==> src/rtl/uart_dmi_bridge.sv <==
// uart_dmi_bridge
//   Sits between the UART byte FIFOs and a DMI master port. Collects a
//   7-byte request frame (HEADER, CMD, ADDR, D0..D3), issues one DMI request,
//   waits for the response and sends a 5-byte reply (status, data LE).
//
// Ports
//   CLK_I, RST_I             clock, async active-high reset
//   UART_RE_O/DREC_I/        RX FIFO read strobe, head byte, empty flag
//   UART_RX_EMPTY_I
//   UART_WE_O/DSEND_O/       TX start strobe, TX byte, transmitter idle
//   UART_TX_READY_I
//   DMI_REQ_*                request channel (valid/ready, addr, data, op)
//   DMI_RESP_*               response channel (valid/ready, data, status)
//   ERR_O                    one-cycle pulse when a frame is dropped
//
// state     | meaning
// ----------+------------------------------------------------
// IDLE      | hunting for HEADER, other bytes discarded
// RX_CMD    | expecting command byte (01 read, 02 write)
// RX_ADDR   | expecting address byte
// RX_DATA   | collecting 4 data bytes, LSB first
// REQ       | DMI request presented, waiting for ready
// WAIT_RESP | waiting for DMI response
// TX_BYTE   | waiting for transmitter idle, then strobe one byte
// TX_WAIT   | guard cycle while the UART busy flag catches up
module uart_dmi_bridge #(
  parameter int          ADDR_W         = 7,
  parameter logic [7:0]  HEADER         = 8'h01,
  parameter int          TIMEOUT_CYCLES = 100000
) (
  input  logic              CLK_I,
  input  logic              RST_I,
  output logic              UART_RE_O,
  input  logic [7:0]        UART_DREC_I,
  input  logic              UART_RX_EMPTY_I,
  output logic              UART_WE_O,
  output logic [7:0]        UART_DSEND_O,
  input  logic              UART_TX_READY_I,
  output logic              DMI_REQ_VALID_O,
  input  logic              DMI_REQ_READY_I,
  output logic [ADDR_W-1:0] DMI_REQ_ADDR_O,
  output logic [31:0]       DMI_REQ_DATA_O,
  output logic [1:0]        DMI_REQ_OP_O,
  input  logic              DMI_RESP_VALID_I,
  output logic              DMI_RESP_READY_O,
  input  logic [31:0]       DMI_RESP_DATA_I,
  input  logic [1:0]        DMI_RESP_OP_I,
  output logic              ERR_O
);

  localparam int TO_W = $clog2(TIMEOUT_CYCLES + 1);
  localparam logic [TO_W-1:0] TO_LOAD = TO_W'(TIMEOUT_CYCLES - 1);

  typedef enum logic [2:0] {
    S_IDLE, S_RX_CMD, S_RX_ADDR, S_RX_DATA,
    S_REQ, S_WAIT_RESP, S_TX_BYTE, S_TX_WAIT
  } state_t;

  state_t state_q, state_d;

  logic [1:0]        byte_idx_q;
  logic [2:0]        tx_idx_q;
  logic [TO_W-1:0]   to_cnt_q;
  logic [1:0]        op_q;
  logic [ADDR_W-1:0] addr_q;
  logic [31:0]       data_q;
  logic [1:0]        status_q;
  logic [31:0]       resp_q;
  logic              err_q;

  logic       rd;
  logic       rx_phase;
  logic       to_phase;
  logic       to_expire;
  logic       cmd_ok;
  logic       err_d;
  logic       we;
  logic [7:0] tx_byte;

  assign rx_phase  = (state_q == S_IDLE) || (state_q == S_RX_CMD) ||
                     (state_q == S_RX_ADDR) || (state_q == S_RX_DATA);
  assign to_phase  = (state_q == S_RX_CMD) || (state_q == S_RX_ADDR) ||
                     (state_q == S_RX_DATA);
  // Reset gating keeps the strobe low while reset is held even though IDLE
  // would otherwise read a non-empty FIFO.
  assign rd        = rx_phase && !UART_RX_EMPTY_I && !RST_I;
  // A byte consumed in the terminal cycle takes priority over the timeout.
  assign to_expire = to_phase && !rd && (to_cnt_q == '0);
  assign cmd_ok    = (UART_DREC_I == 8'h01) || (UART_DREC_I == 8'h02);

  always_comb begin
    case (tx_idx_q)
      3'd0:    tx_byte = {6'b0, status_q};
      3'd1:    tx_byte = resp_q[7:0];
      3'd2:    tx_byte = resp_q[15:8];
      3'd3:    tx_byte = resp_q[23:16];
      3'd4:    tx_byte = resp_q[31:24];
      default: tx_byte = 8'h00;
    endcase
  end

  always_ff @(posedge CLK_I or posedge RST_I) begin
    if (RST_I) state_q <= S_IDLE;
    else       state_q <= state_d;
  end

  always_comb begin
    state_d          = state_q;
    err_d            = 1'b0;
    we               = 1'b0;
    DMI_REQ_VALID_O  = 1'b0;
    DMI_RESP_READY_O = 1'b0;
    case (state_q)
      S_IDLE: begin
        if (rd && UART_DREC_I == HEADER) state_d = S_RX_CMD;
      end
      S_RX_CMD: begin
        if (rd) begin
          if (cmd_ok) begin
            state_d = S_RX_ADDR;
          end else begin
            err_d   = 1'b1;
            state_d = S_IDLE;
          end
        end else if (to_expire) begin
          err_d   = 1'b1;
          state_d = S_IDLE;
        end
      end
      S_RX_ADDR: begin
        if (rd) begin
          state_d = S_RX_DATA;
        end else if (to_expire) begin
          err_d   = 1'b1;
          state_d = S_IDLE;
        end
      end
      S_RX_DATA: begin
        if (rd) begin
          if (byte_idx_q == 2'd3) state_d = S_REQ;
        end else if (to_expire) begin
          err_d   = 1'b1;
          state_d = S_IDLE;
        end
      end
      S_REQ: begin
        DMI_REQ_VALID_O = 1'b1;
        if (DMI_REQ_READY_I) state_d = S_WAIT_RESP;
      end
      S_WAIT_RESP: begin
        DMI_RESP_READY_O = 1'b1;
        if (DMI_RESP_VALID_I) state_d = S_TX_BYTE;
      end
      S_TX_BYTE: begin
        if (UART_TX_READY_I) begin
          we      = 1'b1;
          state_d = S_TX_WAIT;
        end
      end
      S_TX_WAIT: begin
        if (tx_idx_q == 3'd4) state_d = S_IDLE;
        else                  state_d = S_TX_BYTE;
      end
      default: state_d = S_IDLE;
    endcase
  end

  always_ff @(posedge CLK_I or posedge RST_I) begin
    if (RST_I) begin
      byte_idx_q <= '0;
      tx_idx_q   <= '0;
      to_cnt_q   <= '0;
      op_q       <= '0;
      addr_q     <= '0;
      data_q     <= '0;
      status_q   <= '0;
      resp_q     <= '0;
      err_q      <= 1'b0;
    end else begin
      err_q <= err_d;

      // Down-counter reloads on every consumed byte, which also covers the
      // HEADER byte that enters RX_CMD.
      if (rd)
        to_cnt_q <= TO_LOAD;
      else if (to_phase && to_cnt_q != '0)
        to_cnt_q <= to_cnt_q - 1'b1;

      if (rd) begin
        case (state_q)
          S_RX_CMD:  if (cmd_ok) op_q <= UART_DREC_I[1:0];
          S_RX_ADDR: begin
            addr_q     <= UART_DREC_I[ADDR_W-1:0];
            byte_idx_q <= '0;
          end
          S_RX_DATA: begin
            data_q[byte_idx_q*8 +: 8] <= UART_DREC_I;
            byte_idx_q                <= byte_idx_q + 1'b1;
          end
          default: ;
        endcase
      end

      if (state_q == S_WAIT_RESP && DMI_RESP_VALID_I) begin
        status_q <= DMI_RESP_OP_I;
        resp_q   <= DMI_RESP_DATA_I;
        tx_idx_q <= '0;
      end

      if (state_q == S_TX_WAIT) tx_idx_q <= tx_idx_q + 1'b1;
    end
  end

  assign UART_RE_O      = rd;
  assign UART_WE_O      = we;
  assign UART_DSEND_O   = we ? tx_byte : 8'h00;
  assign DMI_REQ_ADDR_O = addr_q;
  assign DMI_REQ_DATA_O = data_q;
  assign DMI_REQ_OP_O   = op_q;
  assign ERR_O          = err_q;

endmodule

==> config.mk <==
export PLATFORM = sky130hd
export DESIGN_NAME = uart_dmi_bridge
export DESIGN_NICKNAME = d
export VERILOG_FILES = /design/src/rtl/uart_dmi_bridge.sv
export SDC_FILE = /design/constraint.sdc
export NUM_CORES = 1
export LEC_CHECK = 0
export BUFFER_PORTS_ARGS = -buffer_cell sky130_fd_sc_hd__buf_2
export CAP_MARGIN = 30
export CORE_MARGIN = 4
export CORE_UTILIZATION = 59
export DETAILED_ROUTE_END_ITERATION = 7
export MAX_ROUTING_LAYER = met4
export PLACE_DENSITY_LB_ADDON = 0.05
export SETUP_SLACK_MARGIN = 0.02
export SYNTH_ARGS = -nofsm -noshare
export SYNTH_HDL_FRONTEND = slang
export SYNTH_SLANG_ARGS = --single-unit
==> constraint.sdc <==
create_clock -name CLK_I -period 8.4 [get_ports CLK_I]
set_clock_uncertainty 0.15 [all_clocks]
set_input_delay 1.26 -clock CLK_I [delete_from_list [all_inputs] [get_ports CLK_I]]
set_output_delay 1.26 -clock CLK_I [all_outputs]
set_load 0.05 [all_outputs]
==> impl_metrics.env <==
export IMPL_postCtsSetupBuffers=0
export IMPL_cts_hold_buffers=0
export IMPL_period_needed_ps=4400
export IMPL_start_util_pct=62.1
export IMPL_grt_pass1_wl_um=18800
export IMPL_antenna_found_initial=0
export IMPL_ctsResizeCount=0
export IMPL_finalHoldViolCount=0
export IMPL_grt_max_degree=65
export IMPL_layout_drive_gt1_share_pct=31.4
export IMPL_area_growth_syn_to_layout_pct=15.6
export IMPL_overflow=0
export IMPL_synth_nets=529
export IMPL_cp_max_fo=29
export IMPL_yosys_area_top_type="dfrtp_1"
export IMPL_cts_max_level=3
export IMPL_power_mw=2.02
export IMPL_tritoncts="built"
export IMPL_vias=3873
export IMPL_io_pin_count=102
export IMPL_synthTopCellsByArea="dfrtp_1, mux2_2, o21ai_0, nand3_1, inv_1"
export IMPL_ir_drop_uv=263
export IMPL_tightest_slew_ps=921
export IMPL_dieHeight_um=99.1
export IMPL_ys_warn_count=0
export IMPL_finalInstanceArea_um2=5660
export IMPL_grt_util_all_layers_pct=24.7
export IMPL_dieArea_um2=9820
export IMPL_hold_ws_ps=364
export IMPL_place_inst=651
export IMPL_final_antenna_net_count=0
export IMPL_setup_viol=0
export IMPL_gp_congestion=0.878
export IMPL_synth_cell_area_um2=4900
export IMPL_cts_buffers=9
export IMPL_cts_sinks=101
export IMPL_tns_ps=0
export IMPL_grt_setup_unrepaired="no"
export IMPL_drt_initial_drc_count=243
export IMPL_dr_pass1_iters=5
export IMPL_hold_class="flip-flop to flip-flop"
export IMPL_power_density_nw_per_um2=357
export IMPL_cp_arrival_ps=2990
export IMPL_clk_latency_ps=370
export IMPL_rows=32
export IMPL_outcome="complete, no violations"
export IMPL_root_buffer="clkbuf_8"
export IMPL_final_common_cell="buf_2"
export IMPL_nets=622
export IMPL_clock_path_buffers=2
export IMPL_clkSlewWorstSetupHoldPaths_ps=100
export IMPL_antenna_cells=0
export IMPL_post_dp_hpwl_um=7960
export IMPL_wl_per_cell_um=16.9
export IMPL_dpl_cell_area_um2=5470
export IMPL_ys_ff_latch=101
export IMPL_nFillCells=614
export IMPL_io_buffers=101
export IMPL_routed_via_density=5.80
export IMPL_fmax_ghz=0.227
export IMPL_finalNonFillerCells=668
export IMPL_ys_seq_area_share_pct=51.6
export IMPL_drt_total_wl_um=11300
export IMPL_core_area_um2=7890
export IMPL_yosysUniqueCellTypes=54
export IMPL_drc=0
export IMPL_grt_pass1_vias=3813
export IMPL_final_util_pct=71.8
export IMPL_synth_async_sr_flop_share_pct=100
export IMPL_synth_top_flop_cell="dfrtp_1"
export IMPL_critical_path_class="primary input to primary output"
export IMPL_final_cell_mix="buf_2, dfrtp_1, inv_1, o21ai_0, mux2_2"
export IMPL_relSlewSlack_pct=38.4
export IMPL_dieWidth_um=99.1
export IMPL_cp_start_kind="primary input"
export IMPL_slew_violations=0
export IMPL_fin_ws_ps=4000
export IMPL_syn_inst=468
export IMPL_synth_edff_count=0
export IMPL_syn_area_per_cell_um2=10.5
export IMPL_worstPathRequired_ps=6990
export IMPL_p_leak_nw=2.66
export IMPL_layout_worst_path_cycle_share_pct=52.4
export IMPL_maxCapViolCount=0
export IMPL_pre_cts_ws_ps=4020
export IMPL_endpoint_kind="primary output"
export IMPL_synth_top_area_share_pct=51.6
[sequential cells by signal, summed over array words and instances, names as in the netlist]
register / count
byte_idx_q: 2
status_q: 2
DMI_REQ_ADDR_O: 7
ERR_O: 1
tx_idx_q: 3
state_q: 3
resp_q: 32
DMI_REQ_DATA_O: 32
DMI_REQ_OP_O: 2
to_cnt_q: 17
[cell usage after synthesis (all sizes together), types with 3 or more instances]
master / n
dfrtp: 101
o21ai: 45
mux2i: 7
nor3: 9
nand3: 37
nor2: 18
nand2b: 7
o41ai: 4
or3: 8
nand2: 21
inv: 46
clkbuf: 23
ha: 13
buf: 3
nor4: 9
a222oi: 8
and2: 4
nor3b: 4
mux2: 43
a31oi: 3
and3: 3
nand4: 5
or4: 6
a22o: 6
a21oi: 6
o31ai: 3
[power breakdown]
part	switching (mW)	internal (mW)	leakage (nW)	total [mW]
sequential	0.139	0.679	1.20	0.818
combinational	0.607	0.296	1.37	0.903
clock	0.185	0.115	0.0956	0.300
[cell type report]
| class | instances | area (µm²) | share of cell area, % |
|---|---|---|---|
| Multi-Input combinational cell | 294 | 2080 | 36.8 |
| Sequential cell | 101 | 2530 | 44.6 |
| Tap cell | 102 | 128 | 2.25 |
| Inverter | 47 | 179 | 3.16 |
| Timing Repair Buffer | 108 | 556 | 9.81 |
| Clock buffer | 9 | 124 | 2.19 |
| Clock inverter | 7 | 63.8 | 1.13 |
[critical path, cell delays in order]
cell	delay (ps)
buf_2	120
or3_1	720
clkinv_1	540
buf_2	350
[kinds of logic after synthesis]
logic type      Yosys count  synth area share (%)
buf+inv                  73                  5.85
mux                      50                  11.3
simple gates            143                  16.0
compound gates           87                  11.7
xor+xnor                  1                 0.179
flops                   101                  51.6
fa+ha+maj                13                  3.32
[path summary, 6_finish.rpt]
kind	startpoint	to	slack (ps)	cells past startpoint
worst min register to register	DMI_REQ_OP_O[0]	DMI_REQ_OP_O[0]	360	1
worst max register to register	state_q[2]	DMI_REQ_ADDR_O[5]	5510	4
worst min-delay path	DMI_REQ_OP_O[0]	DMI_REQ_OP_O[0]	360	1
max in group asynchronous	RST_I	resp_q[11]	6160	3
worst max-delay path	RST_I	UART_RE_O	4000	4
min in group asynchronous	RST_I	to_cnt_q[2]	760	2
[per-layer routing]
layer  part of all wire (%)  global-route usage, %  up-vias  wire length, µm
li1                       -                      -     1857                -
met1                     44                   31.9     1887             5000
met2                     49                   39.6      116             5540
met3                    5.8                   6.24       13              652
met4                   0.89                   5.67        0              101
met5                      0                      -        -                0
Power figures use the tool's default switching activity.
